<file path="src/rtl/hd_secded_pkg.sv">
// Shared definitions for the streaming Hamming SEC-DED codec.
//
// The helpers below work on fixed maximum-width vectors, and the actual
// payload width is passed in as an argument. A module calls them with its own
// elaboration-time width and then slices the result. The localparams at the
// bottom describe the default 12-bit configuration.
//
// Codeword layout: bit 0 holds the even overall parity over bits 1..CW_W-1.
// Positions 1..CW_W-1 are Hamming-numbered. Check bits sit at the powers of
// two, and data bits fill the remaining positions in ascending order,
// LSB first.
package hd_secded_pkg;

  localparam int MAX_DATA_W = 64;
  localparam int MAX_CW_W   = 128;
  localparam int MAX_POS_W  = 7;

  typedef logic [MAX_DATA_W-1:0] data_max_t;
  typedef logic [MAX_CW_W-1:0]   cw_max_t;
  typedef logic [MAX_POS_W-1:0]  pos_max_t;

  typedef enum logic [1:0] {
    ST_CLEAN  = 2'd0,
    ST_CORR   = 2'd1,
    ST_UNCORR = 2'd2
  } secded_status_e;

  function automatic bit secded_is_pow2(input int x);
    return (x > 0) && ((x & (x - 1)) == 0);
  endfunction

  // Smallest p with 2**p >= data_w + p + 1. The scan runs downward, so the
  // last hit is the minimum.
  function automatic int secded_parity_bits(input int data_w);
    int p;
    p = 0;
    for (int i = 16; i >= 1; i--)
      if ((1 << i) >= data_w + i + 1) p = i;
    return p;
  endfunction

  // Codeword position that carries data bit idx.
  function automatic int secded_data_pos(input int idx);
    int n;
    int pos;
    n   = 0;
    pos = 0;
    for (int p = 3; p < MAX_CW_W; p++) begin
      if (!secded_is_pow2(p)) begin
        if (n == idx) pos = p;
        n++;
      end
    end
    return pos;
  endfunction

  // Data bit index held at codeword position pos, or -1 for a check/parity bit.
  function automatic int secded_data_idx(input int pos);
    int n;
    n = 0;
    if (pos == 0 || secded_is_pow2(pos)) return -1;
    for (int p = 3; p < MAX_CW_W; p++)
      if (p < pos && !secded_is_pow2(p)) n++;
    return n;
  endfunction

  // XOR of the indices of all set bits in positions 1..cw_w-1.
  function automatic pos_max_t secded_syndrome(input cw_max_t cw, input int cw_w);
    pos_max_t s;
    s = '0;
    for (int pos = 1; pos < MAX_CW_W; pos++)
      if (pos < cw_w && cw[pos]) s ^= pos_max_t'(pos);
    return s;
  endfunction

  function automatic data_max_t secded_extract(input cw_max_t cw, input int data_w);
    data_max_t d;
    d = '0;
    for (int i = 0; i < MAX_DATA_W; i++)
      if (i < data_w) d[i] = cw[secded_data_pos(i)];
    return d;
  endfunction

  // Place the data bits first. The syndrome of that partial word is then
  // exactly the set of check bits needed: each check bit sits at a power of
  // two, so writing it cancels its own syndrome bit and nothing else.
  function automatic cw_max_t secded_encode(input data_max_t data, input int data_w);
    cw_max_t  cw;
    pos_max_t s;
    int       cw_w;
    cw_w = data_w + secded_parity_bits(data_w) + 1;
    cw   = '0;
    for (int i = 0; i < MAX_DATA_W; i++)
      if (i < data_w) cw[secded_data_pos(i)] = data[i];
    s = secded_syndrome(cw, cw_w);
    for (int k = 0; k < MAX_POS_W; k++)
      if ((1 << k) < cw_w) cw[1 << k] = s[k];
    cw[0] = ^cw;
    return cw;
  endfunction

  localparam int P     = secded_parity_bits(12);
  localparam int CW_W  = 12 + P + 1;
  localparam int POS_W = $clog2(CW_W);

endpackage

</file>
<file path="src/rtl/hd_secded_decode.sv">
// Combinational SEC-DED classify/correct for one codeword.
//
// Ports:
//   cw        in   CODE_W  received codeword (bit 0 = overall parity)
//   data      out  DATA_W  corrected payload; the raw bits when uncorrectable
//   corr      out  1       single error found and corrected
//   uncorr    out  1       double error or out-of-range syndrome
//   syndrome  out  SYN_W   raw Hamming syndrome
module hd_secded_decode
  import hd_secded_pkg::*;
#(
  parameter int DATA_W = 12,
  parameter int SYN_W  = secded_parity_bits(DATA_W),
  parameter int CODE_W = DATA_W + SYN_W + 1
) (
  input  logic [CODE_W-1:0] cw,
  output logic [DATA_W-1:0] data,
  output logic              corr,
  output logic              uncorr,
  output logic [SYN_W-1:0]  syndrome
);

  cw_max_t        cw_ext;
  cw_max_t        cw_fix;
  pos_max_t       syn;
  data_max_t      fixed;
  logic           parity;
  secded_status_e status;

  // NOTE: every variable gets a default before any branch, so no path
  // through the block leaves one unassigned and no latch is inferred.
  always_comb begin
    cw_ext             = '0;
    cw_ext[CODE_W-1:0] = cw;
    syn                = secded_syndrome(cw_ext, CODE_W);
    parity             = ^cw;
    cw_fix             = cw_ext;
    status             = ST_CLEAN;

    if (!parity) begin
      status = (syn == '0) ? ST_CLEAN : ST_UNCORR;
    end else if (syn >= pos_max_t'(CODE_W)) begin
      status = ST_UNCORR;
    end else begin
      // A zero syndrome means the overall parity bit itself flipped. Toggling
      // bit 0 is harmless because it carries no data.
      status      = ST_CORR;
      cw_fix[syn] = ~cw_ext[syn];
    end

    // On an uncorrectable word cw_fix is still the received word, so this
    // extract returns the raw bits.
    fixed    = secded_extract(cw_fix, DATA_W);
    data     = fixed[DATA_W-1:0];
    corr     = (status == ST_CORR);
    uncorr   = (status == ST_UNCORR);
    syndrome = syn[SYN_W-1:0];
  end

  // Bits above DATA_W in the max-width helper result are don't-care.
  // Folding them into one named bit marks them as deliberately unused.
  logic unused_fixed_bits;
  assign unused_fixed_bits = ^fixed;

endmodule

</file>
<file path="src/rtl/hd_secded_stream.sv">
// Streaming SEC-DED loopback codec (self-test).
// Stage 1 encodes an accepted word and applies the fault-injection mask.
// Stage 2 decodes it and registers the result onto out_*. The pipeline has
// 2-cycle latency and a throughput of one word per cycle. A stalled output
// freezes both stages.
//
// Ports:
//   clk, rst                  clock, synchronous active-high reset
//   in_valid/in_ready/in_data input handshake and payload
//   inj_en/inj_double/inj_pos0/inj_pos1
//                             per-word fault injection, sampled on accept
//   out_valid/out_ready/out_data/out_corr/out_uncorr/out_syndrome
//                             output handshake and decode status
//   cnt_clr                   clear both statistics counters
//   cnt_corr/cnt_uncorr       saturating counts of corrected/uncorrectable
//                             output transfers
module hd_secded_stream
  import hd_secded_pkg::*;
#(
  parameter  int DATA_W = 12,
  parameter  int CNT_W  = 16,
  localparam int SYN_W  = secded_parity_bits(DATA_W),
  localparam int CODE_W = DATA_W + SYN_W + 1,
  localparam int IDX_W  = $clog2(CODE_W)
) (
  input  logic              clk,
  input  logic              rst,
  input  logic              in_valid,
  output logic              in_ready,
  input  logic [DATA_W-1:0] in_data,
  input  logic              inj_en,
  input  logic              inj_double,
  input  logic [IDX_W-1:0]  inj_pos0,
  input  logic [IDX_W-1:0]  inj_pos1,
  output logic              out_valid,
  input  logic              out_ready,
  output logic [DATA_W-1:0] out_data,
  output logic              out_corr,
  output logic              out_uncorr,
  output logic [SYN_W-1:0]  out_syndrome,
  input  logic              cnt_clr,
  output logic [CNT_W-1:0]  cnt_corr,
  output logic [CNT_W-1:0]  cnt_uncorr
);

  localparam logic [CNT_W-1:0] CNT_MAX = '1;

  logic              stall;
  logic              accept;
  logic              xfer;
  data_max_t         data_ext;
  cw_max_t           cw_enc;
  logic [CODE_W-1:0] inj_mask;

  logic              s1_valid;
  logic [CODE_W-1:0] s1_cw;

  logic [DATA_W-1:0] dec_data;
  logic              dec_corr;
  logic              dec_uncorr;
  logic [SYN_W-1:0]  dec_syn;

  assign stall    = out_valid & ~out_ready;
  assign in_ready = ~stall;
  assign accept   = in_valid & in_ready;
  assign xfer     = out_valid & out_ready;

  // Each mask bit compares its own index against the requested positions.
  // A position at or beyond CODE_W matches no bit. The XOR makes a repeated
  // position cancel, so the same bit given twice flips nothing.
  always_comb begin
    data_ext           = '0;
    data_ext[DATA_W-1:0] = in_data;
    cw_enc             = secded_encode(data_ext, DATA_W);
    for (int i = 0; i < CODE_W; i++)
      inj_mask[i] = inj_en & ((inj_pos0 == IDX_W'(i)) ^
                              (inj_double & (inj_pos1 == IDX_W'(i))));
  end

  logic unused_enc_bits;
  assign unused_enc_bits = ^cw_enc;

  // NOTE: the codeword register is plain datapath and has no reset.
  // s1_valid qualifies it, and that flag is the one that gets reset.
  always_ff @(posedge clk) begin
    if (accept) s1_cw <= cw_enc[CODE_W-1:0] ^ inj_mask;
  end

  hd_secded_decode #(
    .DATA_W (DATA_W),
    .SYN_W  (SYN_W),
    .CODE_W (CODE_W)
  ) u_decode (
    .cw       (s1_cw),
    .data     (dec_data),
    .corr     (dec_corr),
    .uncorr   (dec_uncorr),
    .syndrome (dec_syn)
  );

  // NOTE: state registers use non-blocking assignments, so every flop
  // samples the values present before this edge, whatever the statement order.
  always_ff @(posedge clk) begin
    if (rst) begin
      s1_valid     <= 1'b0;
      out_valid    <= 1'b0;
      out_data     <= '0;
      out_corr     <= 1'b0;
      out_uncorr   <= 1'b0;
      out_syndrome <= '0;
    end else if (!stall) begin
      s1_valid  <= in_valid;
      out_valid <= s1_valid;
      if (s1_valid) begin
        out_data     <= dec_data;
        out_corr     <= dec_corr;
        out_uncorr   <= dec_uncorr;
        out_syndrome <= dec_syn;
      end
    end
  end

  // The clear is checked before the increment, so it wins over a transfer
  // in the same cycle.
  always_ff @(posedge clk) begin
    if (rst || cnt_clr) begin
      cnt_corr   <= '0;
      cnt_uncorr <= '0;
    end else if (xfer) begin
      if (out_corr && cnt_corr != CNT_MAX)     cnt_corr   <= cnt_corr + 1'b1;
      if (out_uncorr && cnt_uncorr != CNT_MAX) cnt_uncorr <= cnt_uncorr + 1'b1;
    end
  end

endmodule

</file>
<file path="config.mk">
export PLATFORM = sky130hd
export DESIGN_NAME = hd_secded_stream
export DESIGN_NICKNAME = d
export VERILOG_FILES = /design/src/rtl/hd_secded_pkg.sv /design/src/rtl/hd_secded_decode.sv /design/src/rtl/hd_secded_stream.sv
export SDC_FILE = /design/constraint.sdc
export NUM_CORES = 1
export LEC_CHECK = 0
export CAP_MARGIN = 20
export CORE_UTILIZATION = 40
export CTS_CLUSTER_DIAMETER = 40
export DETAILED_ROUTE_END_ITERATION = 8
export PLACE_DENSITY_LB_ADDON = 0.08
export SLEW_MARGIN = 40
export SYNTH_ARGS = -nofsm -noshare
export SYNTH_HDL_FRONTEND = slang
export SYNTH_SLANG_ARGS = --single-unit
export TNS_END_PERCENT = 1
</file>
<file path="constraint.sdc">
create_clock -name clk -period 3.7 [get_ports clk]
set_input_delay 0.74 -clock clk [delete_from_list [all_inputs] [get_ports clk]]
set_output_delay 0.74 -clock clk [all_outputs]
set_load 0.005 [all_outputs]
</file>
### Yosys cells after proc, flatten, opt, wreduce, memory -nomap -nowiden

Cells that the tools add are included.

* add/subtract/negate cells: 2
* order comparisons: 3
* eq/ne operators: 38
* multiplexer cells: 39
* bitwise gates (word level): 88
* reduce and logical (&&, ||, !) cells: 12

Operator list (count)
* 128-bit bitwise mux: 1
* 128-bit XOR reduction: 1
* 5-bit by 4-bit == test with 1-bit output (second input constant): 16
* 4-bit two-way mux: 15
* 5-bit by 3-bit == test with 1-bit output (second input constant): 8
* 1-bit AND: 39
* 18-bit two-way mux: 2
* 16-bit by 1-bit adder with 16-bit output (second input constant): 2
* 16-bit != test (second input constant): 2
* 3-bit NOT: 8
* 3-bit two-way mux: 7
* 5-bit by 2-bit == test with 1-bit output (second input constant): 4
* 5-bit == test (second input constant): 4
* 2-bit NOT: 10
* 18-bit XOR reduction: 1
* 1-bit XOR: 18
* 18-bit XOR: 1
* 5-bit two-way mux: 3
* 2-bit two-way mux: 6
* 5-bit by 1-bit == test with 1-bit output (second input constant): 2
* 5-bit zero test: 2
* 7-bit by 8-bit less-than comparator with 1-bit output (second input constant): 1
* 4-bit NOT: 2
* 1-bit binary-select mux with 7-bit select: 1
* other kinds (13): 26

* register bits after elaboration: 71
* input bits: 29
* output and inout bits: 53

### Depth between registers and ports, before layout

Gate-level depths: netlist (run 1).

* word-level depth: 36
* depth in mapped cells: 10
* depth with buffers taken out: 9

### Hierarchy

A second synthesis (run 1) with hierarchy kept.

* cells, all modules: 525
* area, all modules: 4663.2 µm²

Modules (own cells, without submodules)
* hd_secded_stream: instances 1, cells each 415, area each 3698.5 µm², sequential area each 1601.5 µm²
* hd_secded_decode: instances 1, cells each 110, area each 964.7 µm², sequential area each 0.0 µm²

### Worst setup path after synthesis (run 1)

Ideal clock, no wire load.

* path kind: flip-flop to flip-flop
* from: register s1_cw[9]
* to: register out_data[0]
* library setup time: 76 ps
* data arrival time: 2327 ps
* slack: 1297 ps
* stages on the path, launching flop included: 10
* period minus slack after synthesis: 2403 ps
* cell sequence: edfxtp_1 xnor2_2 xnor3_1 buf_6 and3_4 or2_4 a221o_1 o22ai_2 nand2_2 o22ai_1

* cells in the longest elaborated chain, start to end: 22

RTL lines
* from (decl): RTL line hd_secded_stream.sv:56 `logic [CODE_W-1:0] s1_cw;`
* from (signal assigned): RTL line hd_secded_stream.sv:86 `if (accept) s1_cw <= cw_enc[CODE_W-1:0] ^ inj_mask;`
* 4-bit two-way mux: RTL line hd_secded_pkg.sv:72 `if (pos < cw_w && cw[pos]) s ^= pos_max_t'(pos);`
* 2-bit NOT (no source line)
* 4-bit two-way mux: RTL line hd_secded_pkg.sv:72
* 3-bit NOT (no source line)
* 4-bit two-way mux: RTL line hd_secded_pkg.sv:72
* 2-bit NOT (no source line)
* 4-bit two-way mux: RTL line hd_secded_pkg.sv:72
* 3-bit NOT (no source line)
* (+5 left out)
* 5-bit two-way mux (2 in a row): RTL line hd_secded_pkg.sv:72
* 7-bit by 8-bit less-than comparator with 1-bit output (not written as such) or 7-bit by 1-bit >= comparator with 1-bit output (tied branches): RTL line hd_secded_decode.sv:48 `cw_fix[syn] = ~cw_ext[syn];`
* 1-bit logical AND (not written as such): RTL line hd_secded_decode.sv:48
* 1-bit two-way mux (not written as such): RTL line hd_secded_decode.sv:48
* 1-bit demux with 7-bit select
* 128-bit bitwise mux: RTL line hd_secded_decode.sv:48
* 18-bit two-way mux: RTL line hd_secded_decode.sv:42 `end else if (syn >= pos_max_t'(CODE_W)) begin`
* 18-bit two-way mux (*): RTL line hd_secded_decode.sv:40 `if (!parity) begin`
* to (signal assigned): RTL line hd_secded_stream.sv:115 `out_data <= dec_data;`
* to (decl): RTL line hd_secded_stream.sv:37 `output logic [DATA_W-1:0] out_data,`

Mark *: on every way between the ends. The rest lies on a longest branch, timed or not. The select of a mux whose other input is x is not followed.
A chain may end at the register's enable or synchronous reset.

### Final worst setup path (run 1)

* from: register s1_cw[5]
* to: register out_data[3]

* cells in the longest elaborated chain, start to end: 26

RTL lines (RTL line)
* 3-bit two-way mux: hd_secded_pkg.sv:72
* 3-bit two-way mux or 2-bit NOT (tied branches)
* 3-bit NOT (no source line) or 3-bit two-way mux (tied branches)
* 3-bit two-way mux or 3-bit NOT (tied branches)
* 4-bit two-way mux or 3-bit two-way mux (tied branches): hd_secded_pkg.sv:72
* 2-bit NOT (no source line) or 4-bit two-way mux (tied branches)
* 4-bit two-way mux (2 in a row): hd_secded_pkg.sv:72
* 3-bit NOT (no source line) or 4-bit two-way mux (tied branches)
* (+9 left out)
* 5-bit two-way mux: hd_secded_pkg.sv:72
* 7-bit by 8-bit less-than comparator with 1-bit output (not written as such) or 7-bit by 1-bit >= comparator with 1-bit output (tied branches): hd_secded_decode.sv:48
* 1-bit logical AND (not written as such): hd_secded_decode.sv:48
* 1-bit two-way mux (not written as such): hd_secded_decode.sv:48
* 1-bit demux with 7-bit select
* 128-bit bitwise mux: hd_secded_decode.sv:48
* 18-bit two-way mux: hd_secded_decode.sv:42
* 18-bit two-way mux (*): hd_secded_decode.sv:40

Marked as above.

==> impl_metrics.py, run 1 <==
metrics = {
    "status": {
        "result_of_the_run": "complete, no violations",
    },
    "worst_setup_path": {
        "timing.setup.critical_path_class": "flip-flop to flip-flop",
        "crit_path_end_kind": "flip-flop",
        "worstPathBufferInverterCount": 0,
        "crit_required_ns": 3.93,
        "crit_chain": "xnor2_1 -> xor2_1 -> nand3_1 -> a2111oi_2 -> a22oi_1 -> nor3_1 -> nor2b_1 -> o21ai_1",
        "crit_arrival_ns": 3.05,
        "cp_launch_type": "flip-flop",
        "crit_fanout": 8,
        "cp_slowest_stage_delay_ns": 0.52,
        "cp_slowest_cell": "sky130_fd_sc_hd__xor2_1",
        "rrSetupSlack_ns": 0.88,
        "critical-path-top-delay-family": "XOR/XNOR gates",
    },
    "placed_design": {
        "detailed_place_hpwl_um": 8380,
        "gp_congestion": 0.952,
        "place_worst_setup_slack_ns": 0.761,
        "dpl.cell_count": 711,
        "buffer_ports.inserted": 81,
    },
    "cts": {
        "tritoncts": "yes",
        "insertion_delay_ns": 0.34,
        "cts-root-to-sink-buffers": 2,
        "post_cts_resize_count": 0,
        "htree_levels": 3,
        "post_cts_buffers": 0,
        "cts_root_buffer": "sky130_fd_sc_hd__clkbuf_8",
        "numClockSinks": 71,
        "post_cts_hold_buffer_count": 0,
        "cts_inserted_buffers": 9,
        "clk_pin_slew_worst_paths_ns": 0.08,
    },
    "cells_and_area": {
        "synthToLayoutAreaGrowth_pct": 26.8,
        "finalNetCount": 617,
        "drive_gt1_share_pct": 5.25,
        "fill_cells": 1012,
        "instances_no_fill": 727,
        "antenna-diode-count": 0,
    },
    "floorplan": {
        "row_count": 37,
        "floorplan.io_pins": 82,
        "design.die.area_mm2": 0.0113,
        "start_util_pct": 41.7,
        "die_height_um": 106,
        "die_w_um": 106,
        "core_area_mm2": 0.0104,
    },
    "grt": {
        "via_count_of_the_first_global_routing_pass": 3645,
        "global_route.usage.met3_pct": 2.94,
        "gr-usage-met2_pct": 32.8,
        "antenna_found_initial": 0,
        "grt_pass1_wl_um": 17700,
        "grt_start_max_net_pins": 33,
        "grt_overflow": 0,
        "grtUsageTotal_pct": 19.8,
        "global_route_hottest_layer": "met2",
        "global_route.usage.met1_pct": 25.7,
    },
    "timing": {
        "final.setup.worst_slack_ns": 0.878,
        "max_clock_freq_mhz": 354,
        "number_of_max_slew_violations_in_the_final_report": 0,
        "post-route-period-util_pct": 76.3,
        "timing_hold_violations_final": 0,
        "final.setup_skew_ns": 0.0150,
        "rsz0062_at_grt": "false",
        "fin_tns_setup_ns": 0,
        "timing_worst_slew_pin_value_ns": 0.716,
        "maxSlewHeadroom_pct": 51.9,
        "number_of_endpoints_failing_setup_at_the_final_stage": 0,
        "timing.final.crit_period_ns": 2.82,
    },
    "drt": {
        "via_per_inst": 5.12,
        "via_count": 3723,
        "drt-pass1-iter-count": 4,
        "initialDrtViolationCount": 132,
        "post_drt_wl_per_cell_um": 14.6,
        "wirelength_um": 10600,
        "antenna_violating_nets_post_route": 0,
        "drc": 0,
    },
    "synthesis": {
        "synth.ff_latch_count": 71,
        "post_synth_num_cell_types": 55,
        "yosysSeqAreaShare_pct": 36.9,
        "async_flop_share_pct": 0,
        "avgSynthCellArea_um2": 8.58,
        "synth_area_mm2": 0.00434,
        "synthFlopType": "sky130_fd_sc_hd__dfxtp_1",
        "synthesis.nets": 537,
        "synth_edf_count": 18,
        "number_of_warnings_issued_by_yosys": 0,
        "synth_cells": 506,
    },
    "pwr": {
        "pwr_density_cell_mw_per_mm2": 442,
        "power_mw": 2.44,
        "cellLeakagePower_nw": 1.78,
        "worst_vdd_drop_uv": 224,
    },
    "run": {
        "max_cap_viol_count": 0,
    },
    "min_path": {
        "worst_hold_path_type": "flip-flop to flip-flop",
    },
}
where the power goes:
part,switching (mW),total (mW),leakage (nW),internal [mW]
Clock,0.312,0.684,0.113,0.373
Sequential,0.0432,0.897,0.605,0.854
Combinational,0.494,0.854,1.06,0.360
Total,0.849,2.44,1.78,1.59
worst reg2reg max path, cell delays in order, from the launching register on:
cell and delay (ns):
sky130_fd_sc_hd__edfxtp_1 0.51, sky130_fd_sc_hd__xnor2_1 0.32, sky130_fd_sc_hd__xor2_1 0.52, sky130_fd_sc_hd__nand3_1 0.26, sky130_fd_sc_hd__a2111oi_2 0.43, sky130_fd_sc_hd__a22oi_1 0.20, sky130_fd_sc_hd__nor3_1 0.23, sky130_fd_sc_hd__nor2b_1 0.16
sky130_fd_sc_hd__o21ai_1 0.08
registers in the layout, summed over array words and instances, names as in the netlist:
name	cells
out_syndrome	5
out_corr	1
cnt_corr	16
cnt_uncorr	16
out_valid	1
s1_cw	18
out_uncorr	1
out_data	12
s1_valid	1
metal layers:
metal	part of all wire (%)	routed length, um	vias to the layer above
li1	-	-	1903
met1	46	4930	1706
met2	47	5050	96
met3	3.9	416	18
met4	2.3	249	0
met5	0	0	-
cells in the final DEF, fill, tap and decap left out, types with 6 or more instances in the layout:
master | netlist | routed
sky130_fd_sc_hd__nor2b_1 | 10 | 10
sky130_fd_sc_hd__dfxtp_1 | 53 | 53
sky130_fd_sc_hd__xor2_1 | 47 | 47
sky130_fd_sc_hd__nand3_1 | 25 | 25
sky130_fd_sc_hd__and3_1 | 8 | 8
sky130_fd_sc_hd__nand4_1 | 14 | 14
sky130_fd_sc_hd__nor3_1 | 14 | 14
sky130_fd_sc_hd__o21ai_0 | 7 | 7
sky130_fd_sc_hd__a211oi_1 | 6 | 6
sky130_fd_sc_hd__nand2_1 | 67 | 67
sky130_fd_sc_hd__xnor2_1 | 71 | 71
sky130_fd_sc_hd__a21oi_1 | 18 | 18
sky130_fd_sc_hd__edfxtp_1 | 18 | 18
sky130_fd_sc_hd__nor2_1 | 65 | 65
sky130_fd_sc_hd__clkdlybuf4s50_1 | 0 | 81
sky130_fd_sc_hd__clkbuf_8 | 0 | 9
stage by stage:
step / area [um^2] / utilization (%) / hold WS, ns
after global routing: 5510 / 52.9 / 0.480
after global placement: 5270 / 50.6 / 0.444
after CTS: 5510 / 52.9 / 0.462
after detailed placement: 5280 / 50.6 / 0.451
final: 5510 / 52.9 / 0.462
after floorplan: 4340 / - / 0.443
cell families (layout without fill, tap and decap cells):
kind of cell               after synthesis  after routing  synth area share, %
DFF                                     71             71                 36.9
and+or+nand+nor                        233            233                 25.4
AOI/OAI and AO/OA                       56             56                 8.67
xor gates and xnor gates               121            121                 25.1
buffers and inverters                   17            102                 1.67
muxes                                    6              6                 1.73
adders and majority gates                2              2                0.576
path summary, 6_finish.rpt:
kind / from / cells after the start / to
setup / recovery: s1_cw[5] / 8 / out_data[3]
hold / removal: out_data[3] / 2 / out_data[3]
setup reg to reg: s1_cw[5] / 8 / out_data[3]
hold reg to reg: out_data[3] / 2 / out_data[3]
cell usage after synthesis, types with 3 or more instances:
master	number	area [um^2]
sky130_fd_sc_hd__o21ai_0	7	35.0
sky130_fd_sc_hd__edfxtp_1	18	541
sky130_fd_sc_hd__nand2_1	67	251
sky130_fd_sc_hd__nand3_1	25	125
sky130_fd_sc_hd__a32oi_1	4	35.0
sky130_fd_sc_hd__and2_1	4	25.0
sky130_fd_sc_hd__nor4_1	5	31.3
sky130_fd_sc_hd__nor3_1	14	70.1
sky130_fd_sc_hd__a21oi_1	18	90.1
sky130_fd_sc_hd__nand4_1	14	87.6
sky130_fd_sc_hd__a211oi_1	6	45.0
sky130_fd_sc_hd__xor2_1	47	412
sky130_fd_sc_hd__a22o_1	3	26.3
sky130_fd_sc_hd__xnor2_1	71	622
sky130_fd_sc_hd__nor2b_1	10	62.6
sky130_fd_sc_hd__or2_2	3	18.8
sky130_fd_sc_hd__clkbuf_1	10	37.5
sky130_fd_sc_hd__dfxtp_1	53	1060
sky130_fd_sc_hd__o22ai_1	5	31.3
sky130_fd_sc_hd__nor3b_1	3	22.5
sky130_fd_sc_hd__and3_1	8	50.1
sky130_fd_sc_hd__nor2_1	65	244
sky130_fd_sc_hd__inv_1	4	15.0
sky130_fd_sc_hd__mux2i_1	3	30.0
area by class of cell:
| class | instances | area [um^2] | share of cell area (%) |
|---|---|---|---|
| clock buffer | 13 | 203 | 3.68 |
| clock inverter | 3 | 27.5 | 0.500 |
| inverter | 4 | 15.0 | 0.273 |
| multi-input combinational | 418 | 2670 | 48.5 |
| sequential | 71 | 1600 | 29.1 |
| tap | 136 | 170 | 3.09 |
| timing repair buffer | 82 | 818 | 14.9 |
No activity file was read; power rests on OpenSTA's default activity.
==> run 2, diff against run 1 <==
clock period = 2.55 ns   (was 3.7 ns; I/O delays follow)
==> run 2 against run 1 <==
Effect of this change:
- wire length rose by 8.4%
- via count rose by 8.2%
- sequential cell count did not move
- power rose by 61%
- critical path type unchanged
- sequential share of layout area fell by 2.8 points
- global-route usage rose by 0.96 points
- clock power rose by 37%
==> impl_metrics.py, run 2 (synthesized netlist as in run 1, its figures left out) <==
metrics = {
    "timing": {
        "max_clock_freq_mhz": 396,
        "number_of_max_slew_violations_in_the_final_report": 0,
        "maxSlewHeadroom_pct": 54.1,
        "post-route-period-util_pct": 99.1,
        "timing_hold_violations_final": 0,
        "rsz0062_at_grt": "true",
        "timing_worst_slew_pin_value_ns": 0.686,
        "final.setup_skew_ns": 0.00708,
        "final.setup.worst_slack_ns": 0.0222,
        "whs_ns": 0.449,
        "number_of_endpoints_failing_setup_at_the_final_stage": 0,
        "timing.final.crit_period_ns": 2.53,
    },
    "worst_setup_path": {
        "crit_arrival_ns": 2.77,
        "critical-path-top-delay-family": "XOR/XNOR gates",
        "crit_required_ns": 2.80,
        "cp_slowest_cell": "sky130_fd_sc_hd__xnor3_2",
        "cp_launch_type": "flip-flop",
        "crit_chain": "xnor2_2 -> xnor3_2 -> and3_4 -> nor2_1 -> o22ai_1 -> or2_1 -> mux2_2 -> a22o_1",
        "timing.setup.critical_path_class": "flip-flop to flip-flop",
        "crit_path_end_kind": "flip-flop",
        "cp_slowest_stage_delay_ns": 0.48,
        "worstPathBufferInverterCount": 0,
        "crit_fanout": 8,
    },
    "pwr": {
        "pwr_density_cell_mw_per_mm2": 645,
        "worst_vdd_drop_uv": 308,
        "cellLeakagePower_nw": 2.11,
    },
    "drt": {
        "wirelength_um": 11500,
        "drt-pass1-iter-count": 4,
        "via_per_inst": 5.15,
        "via_count": 4029,
        "initialDrtViolationCount": 152,
        "post_drt_wl_per_cell_um": 14.8,
        "antenna_violating_nets_post_route": 0,
        "drc": 0,
    },
    "floorplan": {
        "core_area_mm2": 0.0104,
        "floorplan.io_pins": 82,
        "row_count": 37,
        "die_w_um": 106,
        "die_height_um": 106,
        "design.die.area_mm2": 0.0113,
        "start_util_pct": 41.7,
    },
    "cells_and_area": {
        "antenna-diode-count": 0,
        "largest_reg_flops": 18,
        "most_used_cells_in_the_layout_excluding_fill_and_tap_cells": "sky130_fd_sc_hd__clkdlybuf4s50_1, sky130_fd_sc_hd__nand2_1, sky130_fd_sc_hd__nor2_1, sky130_fd_sc_hd__xnor2_1, sky130_fd_sc_hd__buf_4",
        "registers_with_the_most_flip_flops": "s1_cw: 18 flops, cnt_corr: 16 flops, cnt_uncorr: 16 flops",
        "biggest_register": "s1_cw",
        "most_common_library_cell_in_the_layout_ignoring_fill_and_taps": "sky130_fd_sc_hd__clkdlybuf4s50_1",
        "synthToLayoutAreaGrowth_pct": 40.2,
        "finalNetCount": 672,
        "drive_gt1_share_pct": 18.0,
    },
    "grt": {
        "global_route.usage.met3_pct": 3.62,
        "gr-usage-met2_pct": 35.5,
        "global_route_hottest_layer": "met2",
        "grtUsageTotal_pct": 20.8,
        "global_route.usage.met1_pct": 24.9,
        "antenna_found_initial": 0,
        "grt_overflow": 0,
        "via_count_of_the_first_global_routing_pass": 3837,
        "grt_start_max_net_pins": 33,
        "grt_pass1_wl_um": 18400,
    },
    "cts": {
        "numClockSinks": 71,
        "htree_levels": 3,
        "tritoncts": "yes",
        "insertion_delay_ns": 0.35,
        "cts_root_buffer": "sky130_fd_sc_hd__clkbuf_8",
        "cts-root-to-sink-buffers": 2,
        "clk_pin_slew_worst_paths_ns": 0.08,
        "cts_inserted_buffers": 9,
    },
    "placed_design": {
        "buffer_ports.inserted": 81,
        "detailed_place_hpwl_um": 8940,
        "gp_congestion": 0.975,
        "place_worst_setup_slack_ns": -0.0478,
    },
    "status": {
        "result_of_the_run": "complete, no violations",
    },
    "run": {
        "max_cap_viol_count": 0,
    },
    "min_path": {
        "worst_hold_path_type": "flip-flop to flip-flop",
    },
}
==> run 2: routing by layer <==
metal,wire length [um],part of all wire (%)
met5,0,0
met4,425,3.7
met3,487,4.2
met2,5600,49
met1,5020,44
==> run 2: tightest hold or removal path: stages (launching register included) <==
cell and delay (ns):
sky130_fd_sc_hd__dfxtp_1 0.31, sky130_fd_sc_hd__nand2_1 0.05, sky130_fd_sc_hd__o21ai_1 0.05
==> run 2: repair_timing <==
item                       CTS  global route
pin swaps                    1             8
buffers inserted             2             6
cloned                       0             0
hold buffers                 0             0
resized for setup            5            30
setup endpoints to repair    8            12
==> run 2: power breakdown <==
group	switching [mW]	internal, mW
clock	0.472	0.465
combinational	0.865	0.820
sequential	0.0688	1.24
==> run 2: final timing paths <==
| path | slack [ns] | cells after the start | end | start |
|---|---|---|---|---|
| setup reg to reg | 0.02 | 8 | out_data[6] | s1_cw[13] |
| hold / removal | 0.45 | 2 | out_data[3] | out_data[3] |
| setup / recovery | 0.02 | 8 | out_data[6] | s1_cw[13] |
| hold reg to reg | 0.45 | 2 | out_data[3] | out_data[3] |
==> run 2: final cells by class <==
| cell class | count | area, um^2 |
|---|---|---|
| well taps | 136 | 170 |
| inverters | 4 | 15.0 |
| clock inverters | 7 | 76.3 |
| flip-flops and latches | 71 | 1600 |
| clock buffers | 9 | 124 |
| repair buffers | 137 | 1230 |
| multi-input cells | 418 | 2870 |
| fillers | 964 | 4330 |
==> run 2: stage by stage <==
step / setup TNS, ns / utilization, % / std cells / power [mW] / instance area, um^2
after floorplan: 0 / - / 506 / 2.23 / 4340
after global placement: -0.195 / 54.0 / 758 / 2.80 / 5630
after detailed placement: -0.240 / 54.0 / 758 / 2.80 / 5630
after CTS: 0 / 56.4 / 776 / 3.80 / 5880
after global routing: -0.816 / 58.5 / 782 / 4.14 / 6090
final: 0 / 58.5 / 782 / 3.93 / 6090
